File: config.mk
export PLATFORM = sky130hd
export DESIGN_NAME = limn2600_bus_arbiter_flat
export DESIGN_NICKNAME = d
export VERILOG_FILES = /design/src/rtl/limn2600_bus_pkg.sv /design/src/rtl/limn2600_bus_arbiter_if.sv /design/src/rtl/limn2600_rr_picker.sv /design/src/rtl/limn2600_bus_arbiter.sv /design/src/flat_wrapper.sv
export SDC_FILE = /design/constraint.sdc
export NUM_CORES = 1
export LEC_CHECK = 0
export BUFFER_PORTS_ARGS = -buffer_cell sky130_fd_sc_hd__buf_2
export CAP_MARGIN = 20
export CORE_MARGIN = 1.5
export CORE_UTILIZATION = 35
export CTS_CLUSTER_SIZE = 24
export DETAILED_ROUTE_END_ITERATION = 7
export GPL_TIMING_DRIVEN = 0
export PLACE_DENSITY_LB_ADDON = 0.15
export REMOVE_ABC_BUFFERS = 1
export SLEW_MARGIN = 30
export SYNTH_ARGS = -nofsm -noshare
export SYNTH_HDL_FRONTEND = slang
export SYNTH_SLANG_ARGS = --single-unit
File: constraint.sdc
create_clock -name clk -period 3.1 [get_ports clk]
set_clock_uncertainty 0.05 [all_clocks]
set_input_delay 0.155 -clock clk [delete_from_list [all_inputs] [get_ports clk]]
set_output_delay 0.155 -clock clk [all_outputs]
set_load 0.01 [all_outputs]
File: src/rtl/limn2600_bus_pkg.sv
// Shared definitions for the Limn2600 SRAM bus arbiter: FSM encoding and default watchdog limit.
package limn2600_bus_pkg;

  typedef enum logic [1:0] {
    IDLE = 2'd0,
    BUSY = 2'd1,
    ACK  = 2'd2
  } arb_state_e;

  localparam int unsigned DEF_TIMEOUT = 255;

endpackage

File: src/rtl/limn2600_bus_arbiter_if.sv
// Bus bundle between the masters, the arbiter and the SRAM port.
interface limn2600_bus_arbiter_if #(
  parameter int NREQ = 2,
  parameter int AW   = 32,
  parameter int DW   = 32
);
  logic [NREQ-1:0]    m_cs;
  logic [NREQ-1:0]    m_we;
  logic [NREQ*AW-1:0] m_addr;
  logic [NREQ*DW-1:0] m_wdata;
  logic [NREQ-1:0]    m_rdy;
  logic               m_err;
  logic [DW-1:0]      m_rdata;
  logic [NREQ-1:0]    gnt;

  logic               s_cs;
  logic               s_we;
  logic [AW-1:0]      s_addr;
  logic [DW-1:0]      s_wdata;
  logic [DW-1:0]      s_rdata;
  logic               s_rdy;

  modport master (output m_cs, m_we, m_addr, m_wdata,
                  input  m_rdy, m_err, m_rdata, gnt);

  modport slave  (input  s_cs, s_we, s_addr, s_wdata,
                  output s_rdata, s_rdy);

  modport arb    (input  m_cs, m_we, m_addr, m_wdata, s_rdata, s_rdy,
                  output m_rdy, m_err, m_rdata, gnt,
                  output s_cs, s_we, s_addr, s_wdata);
endinterface

File: src/rtl/limn2600_rr_picker.sv
// Combinational round-robin picker: first set request after 'last', wrapping mod NREQ.
module limn2600_rr_picker #(
  parameter  int NREQ = 2,
  localparam int IW   = (NREQ > 1) ? $clog2(NREQ) : 1
) (
  input  logic [NREQ-1:0] req,
  input  logic [IW-1:0]   last,
  output logic [NREQ-1:0] win,
  output logic [IW-1:0]   win_idx
);

  int   idx;
  logic found;

  always_comb begin
    win     = '0;
    win_idx = '0;
    found   = 1'b0;
    idx     = 0;
    // Offset NREQ revisits 'last' itself, so a lone requester can win again.
    for (int off = 1; off <= NREQ; off++) begin
      idx = int'(last) + off;
      if (idx >= NREQ) idx = idx - NREQ;
      if (!found && req[idx]) begin
        found    = 1'b1;
        win[idx] = 1'b1;
        win_idx  = IW'(idx);
      end
    end
  end

endmodule

File: src/rtl/limn2600_bus_arbiter.sv
// Round-robin arbiter sharing the single SRAM port between NREQ masters, with a bus-error watchdog.
module limn2600_bus_arbiter
  import limn2600_bus_pkg::*;
#(
  parameter int          NREQ    = 2,
  parameter int          AW      = 32,
  parameter int          DW      = 32,
  parameter int unsigned TIMEOUT = DEF_TIMEOUT
) (
  input  logic                   clk,
  input  logic                   rst,
  limn2600_bus_arbiter_if.arb    bus
);

  localparam int IW  = (NREQ > 1) ? $clog2(NREQ) : 1;
  localparam int WDW = $clog2(TIMEOUT + 1);

  arb_state_e       state_q, state_d;
  logic [IW-1:0]    last_q, last_d;
  logic [WDW-1:0]   wd_q, wd_d, wd_inc;
  logic [NREQ-1:0]  gnt_q, gnt_d;
  logic [NREQ-1:0]  m_rdy_q, m_rdy_d;
  logic             m_err_q, m_err_d;
  logic [DW-1:0]    m_rdata_q, m_rdata_d;
  logic             s_cs_q, s_cs_d;
  logic             s_we_q, s_we_d;
  logic [AW-1:0]    s_addr_q, s_addr_d;
  logic [DW-1:0]    s_wdata_q, s_wdata_d;

  logic [NREQ-1:0]  win;
  logic [IW-1:0]    win_idx;

  limn2600_rr_picker #(.NREQ(NREQ)) u_picker (
    .req     (bus.m_cs),
    .last    (last_q),
    .win     (win),
    .win_idx (win_idx)
  );

  always_ff @(posedge clk or negedge rst) begin
    if (!rst) begin
      state_q   <= IDLE;
      last_q    <= IW'(NREQ - 1);
      wd_q      <= '0;
      gnt_q     <= '0;
      m_rdy_q   <= '0;
      m_err_q   <= 1'b0;
      m_rdata_q <= '0;
      s_cs_q    <= 1'b0;
      s_we_q    <= 1'b0;
      s_addr_q  <= '0;
      s_wdata_q <= '0;
    end else begin
      state_q   <= state_d;
      last_q    <= last_d;
      wd_q      <= wd_d;
      gnt_q     <= gnt_d;
      m_rdy_q   <= m_rdy_d;
      m_err_q   <= m_err_d;
      m_rdata_q <= m_rdata_d;
      s_cs_q    <= s_cs_d;
      s_we_q    <= s_we_d;
      s_addr_q  <= s_addr_d;
      s_wdata_q <= s_wdata_d;
    end
  end

  assign wd_inc = wd_q + 1'b1;

  always_comb begin
    state_d   = state_q;
    last_d    = last_q;
    wd_d      = wd_q;
    gnt_d     = gnt_q;
    m_rdy_d   = m_rdy_q;
    m_err_d   = m_err_q;
    m_rdata_d = m_rdata_q;
    s_cs_d    = s_cs_q;
    s_we_d    = s_we_q;
    s_addr_d  = s_addr_q;
    s_wdata_d = s_wdata_q;
    unique case (state_q)
      IDLE: begin
        if (|bus.m_cs) begin
          s_we_d    = bus.m_we[win_idx];
          s_addr_d  = bus.m_addr[int'(win_idx)*AW +: AW];
          s_wdata_d = bus.m_wdata[int'(win_idx)*DW +: DW];
          s_cs_d    = 1'b1;
          gnt_d     = win;
          last_d    = win_idx;
          wd_d      = '0;
          state_d   = BUSY;
        end
      end
      BUSY: begin
        // A ready SRAM beats the watchdog even on the final allowed cycle.
        if (bus.s_rdy) begin
          m_rdata_d = bus.s_rdata;
          m_rdy_d   = gnt_q;
          m_err_d   = 1'b0;
          s_cs_d    = 1'b0;
          state_d   = ACK;
        end else begin
          wd_d = wd_inc;
          if (wd_inc == WDW'(TIMEOUT)) begin
            m_rdata_d = '0;
            m_rdy_d   = gnt_q;
            m_err_d   = 1'b1;
            s_cs_d    = 1'b0;
            state_d   = ACK;
          end
        end
      end
      ACK: begin
        m_rdy_d = '0;
        m_err_d = 1'b0;
        gnt_d   = '0;
        state_d = IDLE;
      end
      default: state_d = IDLE;
    endcase
  end

  assign bus.gnt     = gnt_q;
  assign bus.m_rdy   = m_rdy_q;
  assign bus.m_err   = m_err_q;
  assign bus.m_rdata = m_rdata_q;
  assign bus.s_cs    = s_cs_q;
  assign bus.s_we    = s_we_q;
  assign bus.s_addr  = s_addr_q;
  assign bus.s_wdata = s_wdata_q;

endmodule

File: src/flat_wrapper.sv
// flat-port wrapper written by rule: the top's interface ports become plain ports
module limn2600_bus_arbiter_flat import limn2600_bus_pkg::*;
#(
  parameter int          NREQ    = 2,
  parameter int          AW      = 32,
  parameter int          DW      = 32,
  parameter int unsigned TIMEOUT = DEF_TIMEOUT
)
  (clk, rst, bus_m_cs, bus_m_we, bus_m_addr, bus_m_wdata, bus_s_rdata, bus_s_rdy, bus_m_rdy, bus_m_err, bus_m_rdata, bus_gnt, bus_s_cs, bus_s_we, bus_s_addr, bus_s_wdata);
  limn2600_bus_arbiter_if #(.NREQ(NREQ), .AW(AW), .DW(DW)) bus_i ();
  input  logic clk;
  input  logic rst;
  input wire logic [$bits(bus_i.m_cs)-1:0] bus_m_cs;
  input wire logic [$bits(bus_i.m_we)-1:0] bus_m_we;
  input wire logic [$bits(bus_i.m_addr)-1:0] bus_m_addr;
  input wire logic [$bits(bus_i.m_wdata)-1:0] bus_m_wdata;
  input wire logic [$bits(bus_i.s_rdata)-1:0] bus_s_rdata;
  input wire logic [$bits(bus_i.s_rdy)-1:0] bus_s_rdy;
  output wire logic [$bits(bus_i.m_rdy)-1:0] bus_m_rdy;
  output wire logic [$bits(bus_i.m_err)-1:0] bus_m_err;
  output wire logic [$bits(bus_i.m_rdata)-1:0] bus_m_rdata;
  output wire logic [$bits(bus_i.gnt)-1:0] bus_gnt;
  output wire logic [$bits(bus_i.s_cs)-1:0] bus_s_cs;
  output wire logic [$bits(bus_i.s_we)-1:0] bus_s_we;
  output wire logic [$bits(bus_i.s_addr)-1:0] bus_s_addr;
  output wire logic [$bits(bus_i.s_wdata)-1:0] bus_s_wdata;
  assign bus_i.m_cs = bus_m_cs;
  assign bus_i.m_we = bus_m_we;
  assign bus_i.m_addr = bus_m_addr;
  assign bus_i.m_wdata = bus_m_wdata;
  assign bus_i.s_rdata = bus_s_rdata;
  assign bus_i.s_rdy = bus_s_rdy;
  assign bus_m_rdy = bus_i.m_rdy;
  assign bus_m_err = bus_i.m_err;
  assign bus_m_rdata = bus_i.m_rdata;
  assign bus_gnt = bus_i.gnt;
  assign bus_s_cs = bus_i.s_cs;
  assign bus_s_we = bus_i.s_we;
  assign bus_s_addr = bus_i.s_addr;
  assign bus_s_wdata = bus_i.s_wdata;
  limn2600_bus_arbiter #(.NREQ(NREQ), .AW(AW), .DW(DW), .TIMEOUT(TIMEOUT)) u_core (.clk(clk), .rst(rst), .bus(bus_i));
endmodule
# After elaboration in Yosys (flattened, before gate mapping)
# Index checks and enable logic that the tools add are counted.
[classes]
add_sub_neg = 5
bitwise = 1
reduce_logical = 17
n_mux = 40
shifts = 2
eq_ne = 6
n_lt_le_gt_ge = 7
[ops]
columns = ["operator", "n"]
rows = [
  ["2-to-1 mux 32 bit", 4],
  ["variable part select 64 x 7 -> 32 bit", 2],
  [">= comparator 32 x 1 -> 1 bit (second input constant)", 2],
  ["< comparator 32 x 3 -> 1 bit (second input constant)", 2],
  [">= comparator 32 x 3 -> 1 bit (second input constant)", 1],
  ["subtractor 32 x 3 -> 32 bit (second input constant)", 1],
  ["2-to-1 mux 1 bit", 18],
  ["2-to-1 mux 2 bit", 8],
  ["2-to-1 mux 8 bit", 2],
  ["one-hot mux 8 bit (2 select lines)", 1],
  ["one-hot mux 2 bit (2 select lines)", 3],
  ["AND reduction 2 bit", 5],
  ["adder 8 x 1 -> 8 bit (second input constant)", 1],
  ["equality test 8 bit (second input constant)", 1],
  ["nonzero test 2 bit", 4],
  ["AND reduction 3 bit", 2],
  ["one-hot mux 1 bit (2 select lines)", 2],
  ["subtractor 3 x 2 -> 4 bit (second input constant)", 1],
  ["adder 1 x 2 -> 3 bit (second input constant)", 1],
  [">= comparator 3 x 2 -> 1 bit (second input constant)", 1],
  ["logical AND 1 bit", 3],
  ["!= test 3 x 2 -> 1 bit (second input constant)", 1],
  ["adder 1 x 1 -> 2 bit (second input constant)", 1],
  ["demux 1 bit (select 1 bit)", 2],
  ["9 further kinds", 9],
]
[word_totals]
ff_bits = 114
input_bits = 167

# Logic depth before layout (Yosys ltp)
# Gate-level depths: netlist of the first run.
[depth]
ltp_word = 12
ltp_mapped = 9
depth_no_buf = 7

# By module
# A second synthesis of the first run with hierarchy kept.
[unflattened]
cells_unflattened = 465
hier_area_um2 = 5036.1
[by_module_without_submodules]
columns = ["module", "seq_area_each_um2", "cells_per_inst", "n_inst", "area_each_um2"]
rows = [
  ["limn2600_bus_arbiter", 2854.0, 461, 1, 5009.8],
  ["limn2600_rr_picker", 0.0, 4, 1, 26.3],
]

# Worst setup path after synthesis of the first run
# OpenSTA, ideal clock, no wires.
[synth_timing]
kind = "reg2reg"
from = "reg u_core.wd_q[0]"
to = "reg u_core.m_rdata_q[10] (netlist: u_core.bus.m_rdata[10])"
setup_ps = 121
path_slack_ps = 1305
required_time_ps = 2929
stages_incl_launch_ff = 9
synth_period_minus_slack_ps = 1795
arrival_ps = 1624
cell_sequence = "dfrtp_1 > ha_1 > nand2b_1 > a21oi_1 > o211ai_2 > o21bai_4 > nand2_4 > buf_6 > a22o_1"
[synth_between]
elab_chain_cells = 4
[synth_lines]
columns = ["item", "line", "text"]
rows = [
  ["start, declared", "limn2600_bus_arbiter.sv:20", "logic [WDW-1:0] wd_q, wd_d, wd_inc;"],
  ["start signal, assigned", "limn2600_bus_arbiter.sv:56", "wd_q <= wd_d;"],
  ["adder 8 x 1 -> 8 bit", "limn2600_bus_arbiter.sv:68", "assign wd_inc = wd_q + 1'b1;"],
  ["equality test 8 bit", "limn2600_bus_arbiter.sv:105", "if (wd_inc == WDW'(TIMEOUT)) begin"],
  ["nonzero test 2 bit (no line)", "-", ""],
  ["AND reduction 2 bit (no line)", "-", ""],
  ["end signal, assigned", "limn2600_bus_arbiter.sv:60", "m_rdata_q <= m_rdata_d;"],
  ["end, declared", "limn2600_bus_arbiter.sv:24", "logic [DW-1:0] m_rdata_q, m_rdata_d;"],
]
# Every way passes these cells.
# A chain may end at the register's enable or synchronous reset.

# Worst setup path after layout of the first run
[layout_timing]
from = "in bus_m_cs[0]"
to = "reg u_core.s_wdata_q[27] (netlist: u_core.bus.s_wdata[27])"
[layout_between]
elab_chain_cells = 8
[layout_lines]
columns = ["item", "line", "text"]
rows = [
  ["start, declared", "flat_wrapper.sv:13", "input wire logic [$bits(bus_i.m_cs)-1:0] bus_m_cs;"],
  ["2-to-1 mux 1 bit (not written as such) (3 in a row)", "limn2600_rr_picker.sv:24", "if (!found && req[idx]) begin"],
  ["2-to-1 mux 1 bit", "limn2600_rr_picker.sv:24", ""],
  ["zero test 1 bit", "limn2600_rr_picker.sv:24", ""],
  ["logical AND 1 bit", "limn2600_rr_picker.sv:24", ""],
  ["2-to-1 mux 1 bit", "limn2600_rr_picker.sv:24", ""],
  ["variable part select 64 x 7 -> 32 bit", "limn2600_bus_arbiter.sv:87", "s_wdata_d = bus.m_wdata[int'(win_idx)*DW +: DW];"],
  ["end signal, assigned", "limn2600_bus_arbiter.sv:64", "s_wdata_q <= s_wdata_d;"],
  ["end, declared", "limn2600_bus_arbiter.sv:28", "logic [DW-1:0] s_wdata_q, s_wdata_d;"],
]
# Several ways; a longest one is shown, not always the timed one. The select of a mux whose other input is x is not followed.

==> results by group, run 1 <==
Global route
  – Largest net degree at the start of global routing: between 60 and 70
  – Initial antenna violation count: 0
  – First-pass GRT wire length: 23.6 mm
  – Total track usage: between 20% and 30%
  – GR Util met3: 6.41%
  – GR Overflow Total: 0
  – GR Util met1: 22.7%
  – Vias in the first global route: slightly below 5k
  – GR Util met2: between 30 and 40%
  – Gr busiest metal: met2

Setup path
  – Reg2reg path depth: 7
  – Crit path top cell by count: dlygate4sd3_1
  – Slowest-stage cell, CP: dlygate4sd3_1
  – CP Launch Type: input port
  – Total stage count of the critical path: 8
  – CP Class: input port to register
  – Crit-path leading delay family: buffers and inverters
  – Worst setup EP type: register
  – WP data required: roughly 3.4 ns
  – Crit path arrival time: between 2 and 3 ns
  – Critical-path cell list: dlygate4sd3_1, buf_2, nand2_1, and2_4, buf_16, mux2i_1, dlygate4sd3_1, o21ai_0
  – CP peak stage delay: 0.58 ns
  – CP max FO: 44
  – Buf/Inv on CP: 4

Routing
  – Pre-antenna DRT Iters: 4
  – Vias per std cell: 4.76
  – Final ANT Viol Nets: 0
  – Total Wirelength: 15.7 mm
  – Residual DRC: 0
  – Total number of vias: about 5.0k
  – DRT iter0 DRCs: roughly 200
  – Wire per inst: between 15 and 20 microns

STA
  – Measured slew at the worst slew-check pin: 0.630 ns
  – Slew Viols, Final: 0
  – Hold Vio Cnt, Final: 0
  – Minimum clock period: 2.42 ns
  – Slew HR: 58.0%
  – Tcrit/Tclk final: around four fifths
  – Fmax: 413 MHz
  – RSZ-0062 raised after global routing: no
  – Final setup violation count: 0
  – Worst setup margin: ~0.68 ns

Synthesis
  – Area share of the largest cell type after synthesis: approximately 55%
  – Share of flip-flops with an asynchronous set or reset: between 90% and 100%
  – Ys flop type: dfrtp_1
  – Post-Synth Adder-Cell Area: under 10%
  – Cell with the most instances after synthesis: dfrtp_1
  – Mapped Area: 5110 sq um
  – Register area share after synthesis: between 50 and 60%
  – YS warnings: 0
  – Cell taking the most area after synthesis: dfrtp_1
  – Syn_area_per_cell: roughly 11 sq um
  – Largest family of logic cells by synthesized area: compound AO/OA/AOI/OAI gates
  – Post-Synth XOR/XNOR Area: around 1.1%
  – Yosys cell types: 40
  – Post-synthesis mux area share: 12.9%
  – Post-synthesis compound-gate area fraction: 16.5%
  – Seq cells post-synth: 114
  – Top cells by area, synth: dfrtp_1 55%, mux2i_1 13%, o21ai_0 7.6%
  – Post-synth EDFFs: 0
  – Post-Synth Simple-Gate Area: just under 9%
  – Synth top cells by count: 113 x dfrtp_1, 78 x o21ai_0, 75 x nand2_1
  – Cells after Synth: 461

Clock network
  – Setup Buffers After CTS: 0
  – Skew-Pair Late Insertion Delay: approximately 0.4 ns
  – CTS tree: yes
  – CTS Root Cell: clkbuf_16
  – H-Tree Depth: 4
  – Clock Sinks: around 110
  – Max Buffers Root-to-Sink: 2
  – Reg clk slew, reported paths: 0.05 ns
  – CTS buffer count: 17

Worst hold path
  – Hold Path Depth: 3
  – Worst Hold Class: input port to register

Run
  – Number of max-cap violations: 0

Floorplanning
  – Num rows: 43
  – Ports: between 200 and 300
  – Chip Height: between 100 and 150 microns
  – Initial Util: between 30% and 40%
  – Core ar.: around 14000 sq um
  – Die X: between 100 and 150 microns
  – Die area: between 15000 and 20000 sq um

Place
  – GP Congestion: between 0.7 and 0.8
  – Placed cell area: roughly 6700 sq um
  – IO Port Bufs: roughly 270
  – Post-place setup slack: between 0.7 and 0.8 ns
  – Final HPWL from detailed placement: 10.1 mm

Power
  – Worst vdd ir: 0.422 mV
  – PwrDens: between 900 and 1000 nW/um^2
  – Leakage power: 4.38 nW

Layout
  – Layout cell share with drive strength beyond 1: approximately 37%
  – Final Net Count: roughly 1.0k
  – Post-route design area: 8650 sq um
  – ANT cells: 0
  – Area grow syn2layout: 69.4%

Outcome
  – Run status: completed
==> stage by stage <==
step | hold WS [ns] | TNS (ns) | utilization [%] | power [mW] | cells
final | 0.000144 | 0 | 61.6 | 7.80 | 1046
after global routing | 0.0112 | 0 | 61.6 | 8.34 | 1046
after CTS | 0.000454 | 0 | 61.6 | 7.85 | 1046
after global placement | 0.325 | -448.85 | 46.4 | 5.19 | 880
after floorplan | -0.191 | -249.50 | - | 4.18 | 431
after detailed placement | 0.0416 | 0 | 47.8 | 5.47 | 886
==> logic make-up after synthesis <==
family / after synthesis
mux: 66
xor+xnor: 4
buf+inv: 37
flops: 114
simple gates: 104
compound gates: 131
fa+ha+maj: 5
==> final timing paths <==
check                                                           to                               from  slack [ns]
worst max-delay path            u_core.bus.s_wdata[27]$_DFFE_PN0P_                        bus_m_cs[0]        0.68
worst min-delay path             u_core.bus.s_wdata[5]$_DFFE_PN0P_                     bus_m_wdata[5]      0.0001
worst max register to register          u_core.wd_q[2]$_DFFE_PN0P_      u_core.state_q[1]$_DFFE_PN0P_        0.73
worst min register to register   u_core.bus.s_addr[19]$_DFFE_PN0P_  u_core.bus.s_addr[19]$_DFFE_PN0P_        0.42
max in group asynchronous       u_core.bus.s_wdata[15]$_DFFE_PN0P_                                rst        2.18
min in group asynchronous            u_core.state_q[0]$_DFFE_PN0P_                                rst        0.18
==> sequential cells by signal, summed over array words and instances, names as in the netlist <==
| signal | count |
|---|---|
| u_core.wd_q | 8 |
| u_core.bus.m_rdy | 2 |
| u_core.bus.s_addr | 32 |
| u_core.bus.s_wdata | 32 |
| u_core.last_q | 1 |
| u_core.bus.gnt | 2 |
| u_core.state_q | 2 |
| u_core.bus.s_cs | 1 |
| u_core.bus.s_we | 1 |
| u_core.bus.m_err | 1 |
| u_core.bus.m_rdata | 32 |
==> routing by layer <==
layer,wire length (microns),part of all wire (%)
met5,0,0
met2,7900,50
met3,1170,7.4
met1,6280,40
met4,361,2.3
==> timing repair <==
action | in CTS | in global routing
hold buffers | 129 | 0
endpoints found under the setup margin | 0 | 0
resized for setup | 0 | 0
endpoints found under the hold margin | 135 | 0
==> cells in the final DEF (no fill, tap or decap), drive strengths merged, types with 3 or more instances in the layout <==
cell type and n:
bufinv 5, a22o 33, nor2 8, a31oi 3, buf 275, a21oi 4, mux2i 66, and3 5
ha 5, clkinv 3, clkbuf 21, o31ai 3, nand3 6, dlygate4sd3 129, nand2b 3, nand2 76
o21ai 79, dfrtp 113, inv 7
==> worst reg2reg max path, stage by stage, from the launching register on <==
cell and delay, ns:
dfrtp_1 0.40, inv_1 0.08, ha_1 0.38, and2_2 0.64, nor2_1 0.11, nand2_1 0.26, o21ai_0 0.15, a22o_1 0.18
==> power by group <==
part / switching [mW] / internal (mW)
logic: 1.66 / 1.43
clock network: 0.670 / 1.48
registers: 0.364 / 2.18
total: 2.70 / 5.10
==> area by class of cell <==
cell class	count	area (sq um)
well taps	180	225
repair buffers	404	2810
clock buffers	21	470
fillers	1116	5390
clock inverters	10	180
inverters	7	26.3
multi-input cells	310	2080
flip-flops and latches	114	2850
Power figures use the tool's default switching activity.
==> run 2, diff against run 1 <==
- clock period: 3.1 -> 1.95 ns (I/O delays scaled with it)
==> results by group, run 2 (synthesis results as in run 1) <==
Setup path
  – Reg2reg path depth: 8
  – Crit path arrival time: around 2.1 ns
  – Reg-to-reg endpoint: u_core.bus.m_rdata[31]$_DFFE_PN0P_
  – WP data required: roughly 2.2 ns
  – CP Launch Type: register
  – CP Class: register to register
  – Reg2reg start: u_core.wd_q[0]$_DFFE_PN0P_
  – Reg2reg setup slack: between 0.06 and 0.07 ns
  – CP max FO: 16
  – Crit. Startpoint: u_core.wd_q[0]$_DFFE_PN0P_
  – Worst setup EP type: register

Worst hold path
  – Endpoint, Worst Hold: u_core.bus.s_addr[6]$_DFFE_PN0P_
  – Worst Hold Class: input port to register
  – Hold Path Depth: 3
  – Hold Startpoint: bus_m_addr[38]

Floorplanning
  – Core ar.: about 14000 sq um
  – Die area: 15300 sq um
  – Die X: between 100 and 150 microns
  – Chip Height: 124 microns
  – Ports: between 200 and 300
  – Num rows: 43
  – Initial Util: about 36%

Layout
  – ANT cells: 0
  – Layout cell share with drive strength beyond 1: approximately 37%
  – Fillers: 1036
  – Final Util: approximately 65%
  – Commonest non-fill, non-tap cell in the layout: buf_2
  – Non-filler cells, final: roughly 1.1k
  – Area grow syn2layout: 79.3%
  – Most frequent cells in the layout: 268 x buf_2, 163 x dlygate4sd3_1, 110 x dfrtp_1
  – Final Net Count: between 1k and 1.5k

Clock network
  – Skew-Pair Late Insertion Delay: roughly 0.4 ns
  – H-Tree Depth: 4
  – Reg clk slew, reported paths: ~0.05 ns
  – CTS tree: yes
  – Clock Sinks: 114
  – CTS buffer count: 17
  – CTS Root Cell: clkbuf_16
  – Max Buffers Root-to-Sink: 2

Global route
  – Gr busiest metal: met2
  – Total track usage: 23.0%
  – First-pass GRT wire length: between 20 and 30 mm
  – Initial antenna violation count: 0
  – GR Overflow Total: 0
  – GR Util met3: 7.65%
  – Largest net degree at the start of global routing: 67
  – GR Util met2: about two fifths
  – GR Util met1: ~25%
  – Vias in the first global route: between 5k and 6k

Routing
  – Final ANT Viol Nets: 0
  – Pre-antenna DRT Iters: 6
  – Vias per std cell: about 4.8
  – Residual DRC: 0
  – Wire per inst: ~16 microns
  – Total number of vias: roughly 5.2k
  – DRT iter0 DRCs: 221
  – Total Wirelength: between 15 and 20 mm

STA
  – Final hold slack: -0.0491 ns
  – Measured slew at the worst slew-check pin: around 0.55 ns
  – Worst setup margin: about 0.070 ns
  – Slew HR: approximately 63%
  – RSZ-0062 raised after global routing: yes
  – Hold Vio Cnt, Final: 1
  – Fmax: between 500 and 600 MHz
  – Tcrit/Tclk final: between 90% and 100%
  – Minimum clock period: ~1.9 ns
  – Final setup violation count: 0
  – Slew Viols, Final: 0

Power
  – Worst vdd ir: between 0.7 and 0.8 mV
  – Leakage power: 4.58 nW
  – PwrDens: around 1400 nW/um^2

Run
  – Number of max-cap violations: 0

Outcome
  – Run status: complete, but fails checks
  – Violated checks: hold timing

Place
  – Dpl cells: between 800 and 900
  – Final HPWL from detailed placement: approximately 10 mm
  – GP Congestion: roughly 0.77
  – Post-place setup slack: -0.416 ns
  – IO Port Bufs: around 270
run 2: cell count changes in the layout (fill, tap and decap cells not counted), moves of 2 or more:
| cell | delta |
|---|---|
| and2_4 | +2 |
| buf_4 | +6 |
| dfrtp_1 | -3 |
| dfrtp_2 | +3 |
| dlygate4sd3_1 | +34 |
| ha_1 | -3 |
| ha_2 | +2 |
| nand2_1 | -3 |
| nand2_2 | +2 |
| nand2_8 | +2 |
| o21ai_0 | -2 |
| o21ai_1 | +2 |
run 2: repair_timing:
action                                  CTS  global route
resized for setup                         9            12
hold buffers                            165             0
hold endpoints to repair                214             0
gates cloned                              2             2
setup buffers                             5             1
pin swaps                                 3             0
endpoints found under the setup margin   42            48
run 2: worst max path at each step:
| stage | endpoint | cells after the start |
|---|---|---|
| after floorplan | u_core.bus.s_addr[0]$_DFFE_PN0P_ | 2 |
| after global placement | u_core.bus.s_addr[7]$_DFFE_PN0P_ | 3 |
| after detailed placement | u_core.wd_q[2]$_DFFE_PN0P_ | 7 |
| after CTS | u_core.wd_q[2]$_DFFE_PN0P_ | 7 |
| after global routing | u_core.wd_q[5]$_DFFE_PN0P_ | 7 |
| final | u_core.bus.m_rdata[31]$_DFFE_PN0P_ | 8 |
run 2: critical path, cell delays in order, from the launching register on:
cell and delay [ns]:
dfrtp_2 0.40, ha_2 0.20, nand2b_1 0.17, a21oi_2 0.18, o211ai_4 0.12, o21bai_4 0.15
buf_4 0.15, nand2_8 0.10, a22o_2 0.23
run 2: cell type report:
type / count / area (sq um) / area share, %
multi-input cells: 314 / 2190 / 23.9
well taps: 180 / 225 / 2.46
inverters: 7 / 26.3 / 0.287
flip-flops and latches: 114 / 2860 / 31.2
clock inverters: 10 / 180 / 1.97
clock buffers: 21 / 470 / 5.14
repair buffers: 445 / 3210 / 35.1
run 2: metal layers:
metal / vias up / wire, microns
met3: 54 / 1390
met4: 0 / 648
met2: 235 / 8750
li1: 2508 / -
met1: 2444 / 7060
met5: - / 0
run 2: power by group:
part	internal [mW]	total [mW]	switching, mW
clock	2.35	3.41	1.06
sequential	3.47	4.05	0.578
combinational	2.36	5.16	2.80
run 2: through the flow:
stage | power [mW] | area, sq um | TNS (ns) | hold WS [ns]
floorplan | 6.39 | 4950 | -322.28 | -0.248
global placement | 7.53 | 6520 | -609.29 | 0.267
detailed placement | 8.70 | 6710 | -5.84 | -0.0159
CTS | 12.6 | 9110 | 0 | 0.00438
global route | 13.5 | 9160 | -0.0507 | 0.0306
finish | 12.6 | 9160 | 0 | -0.0491
==> run 3, diff against run 2 <==
--- a/config.mk
+++ b/config.mk
@@ -9,5 +9,5 @@
 export CAP_MARGIN = 20
 export CORE_MARGIN = 1.5
-export CORE_UTILIZATION = 35
+export CORE_UTILIZATION = 30
 export CTS_CLUSTER_SIZE = 24
 export DETAILED_ROUTE_END_ITERATION = 7
==> constraint.sdc (replaced) <==
create_clock -name clk -period 1.95 [get_ports clk]
set_clock_uncertainty 0.05 [all_clocks]
set_input_delay 0.195 -clock clk [delete_from_list [all_inputs] [get_ports clk]]
set_output_delay 0.195 -clock clk [all_outputs]
set_load 0.01 [all_outputs]
==> results by group, run 3 (synthesis results as in run 1) <==
Global route
  – Total track usage: 16.1%
  – First-pass GRT wire length: 22.5 mm
  – GR Util met2: between 20% and 30%
  – Gr busiest metal: met2
  – GR Util met1: between 10% and 20%
  – Largest net degree at the start of global routing: between 50 and 60
  – Vias in the first global route: 4431
  – Initial antenna violation count: 0
  – GR Util met3: under 10%
  – GR Overflow Total: 0

Clock network
  – CTS tree: yes
  – Clock Sinks: 114
  – Max Buffers Root-to-Sink: 2
  – CTS Root Cell: clkbuf_16
  – H-Tree Depth: 4
  – Skew-Pair Late Insertion Delay: a little over 0.4 ns
  – Reg clk slew, reported paths: 0.06 ns
  – CTS buffer count: 17

Place
  – Dpl cells: 926
  – Post-place setup slack: -0.410 ns
  – Final HPWL from detailed placement: 10.1 mm
  – GP Congestion: approximately 0.77
  – IO Port Bufs: between 200 and 300

Layout
  – ANT cells: 0
  – Commonest non-fill, non-tap cell in the layout: buf_2
  – Non-filler cells, final: between 1k and 1.5k
  – Area grow syn2layout: 55.1%
  – Final Net Count: around 950
  – Layout cell share with drive strength beyond 1: 43.7%
  – Most frequent cells in the layout: 268 x buf_2, 111 x dfrtp_1, 77 x o21ai_0

Routing
  – Final ANT Viol Nets: 0
  – Vias per std cell: ~4.6
  – Residual DRC: 0
  – Total number of vias: ~4.6k
  – Wire per inst: approximately 15 microns
  – Pre-antenna DRT Iters: 8
  – Total Wirelength: between 15 and 20 mm
  – DRT iter0 DRCs: roughly 180

STA
  – Fmax: ~510 MHz
  – Hold Vio Cnt, Final: 0
  – Worst setup margin: -0.0000535 ns
  – Slew HR: slightly below 70%
  – TNS Setup: -0.0000535 ns
  – Measured slew at the worst slew-check pin: about 0.47 ns
  – Minimum clock period: 1.95 ns
  – Slew Viols, Final: 0
  – Final setup violation count: 1
  – Final hold slack: about 0.025 ns
  – RSZ-0062 raised after global routing: yes
  – Tcrit/Tclk final: 100%

Floorplanning
  – Chip Height: ~130 microns
  – Ports: 270
  – Die area: between 15000 and 20000 sq um
  – Core ar.: 16600 sq um
  – Initial Util: 30.8%
  – Num rows: between 40 and 50
  – Die X: approximately 130 microns

Setup path
  – CP peak stage delay: ~0.42 ns
  – Crit path arrival time: 2.19 ns
  – Buf/Inv on CP: 1
  – Crit-path leading delay family: compound AO/OA/AOI/OAI gates
  – Critical-path cell list: ha_4, nand3_1, xnor2_1, o211ai_2, o21bai_4, buf_6, nand2_8, a22o_2
  – CP Class: register to register
  – Worst setup EP type: register
  – Slowest-stage cell, CP: dfrtp_2
  – WP data required: 2.19 ns
  – CP max FO: 16
  – CP Launch Type: register

Worst hold path
  – Worst Hold Class: input port to register

Outcome
  – Run status: complete, but fails checks
  – Violated checks: setup timing

Run
  – Number of max-cap violations: 0

Power
  – Leakage power: between 4 and 5 nW
  – PwrDens: between 1500 and 2000 nW/um^2
  – Worst vdd ir: about 0.63 mV
run 3: cell types whose count changed in the layout (fill, tap and decap cells not counted), sizes merged, moves of 2 or more:
cell and change:
bufinv -2, buf +5, dlygate4sd3 -128, clkinv +2
run 3: path summary, 6_finish.rpt:
kind	endpoint	start	slack, ns	cells past startpoint
max	u_core.bus.m_rdata[31]$_DFFE_PN0P_	u_core.wd_q[0]$_DFFE_PN0P_	-0.00005	8
min	u_core.bus.s_addr[15]$_DFFE_PN0P_	bus_m_addr[15]	0.03	3
max reg2reg	u_core.bus.m_rdata[31]$_DFFE_PN0P_	u_core.wd_q[0]$_DFFE_PN0P_	-0.00005	8
min reg2reg	u_core.bus.s_addr[29]$_DFFE_PN0P_	u_core.bus.s_addr[29]$_DFFE_PN0P_	0.42	2
max in group asynchronous	u_core.bus.s_addr[19]$_DFFE_PN0P_	rst	0.96	3
min in group asynchronous	u_core.bus.m_rdata[3]$_DFFE_PN0P_	rst	0.25	2
run 3: tightest hold or removal path: cells and delay by family:
| kind | cells | cell delay [ns] |
|---|---|---|
| AO/OA/AOI/OAI | 1 | 0.13 |
| buffers and inverters | 1 | 0.08 |
| multiplexers | 1 | 0.05 |
run 3: power breakdown:
group | total, mW | internal [mW] | switching (mW)
clock network | 3.15 | 2.05 | 1.10
logic | 4.97 | 2.26 | 2.71
registers | 4.07 | 3.47 | 0.593
total | 12.2 | 7.78 | 4.40
run 3: final cells by class:
cell class              count  area (sq um)
clock buffers              20           447
clock inverters            12           158
fillers                  1549          8660
inverters                   7          26.3
multi-input cells         314          2180
flip-flops and latches    114          2860
well taps                 220           275
repair buffers            321          1970
run 3: layer usage:
layer	up-vias	wire (microns)
met2	197	7220
met1	2114	6610
met4	0	208
met3	16	1040
li1	2277	-
met5	-	0
run 3: through the flow:
| step | utilization (%) | cell area [sq um] | power, mW |
|---|---|---|---|
| final | 47.8 | 7920 | 12.2 |
| after global routing | 47.8 | 7920 | 13.0 |
| after CTS | 46.9 | 7770 | 12.1 |
| after detailed placement | 40.8 | 6760 | 8.69 |
| after global placement | 39.6 | 6570 | 7.50 |
| after floorplan | - | 4950 | 6.39 |
run 3: what timing repair did:
action                                  in CTS  in global routing
endpoints found under the setup margin      62                 57
cloned                                       1                  3
setup buffers                                1                 10
pin swaps                                    1                  6
gates resized for setup                     10                  7
hold endpoints to repair                    90                  0
hold buffers                                35                  0
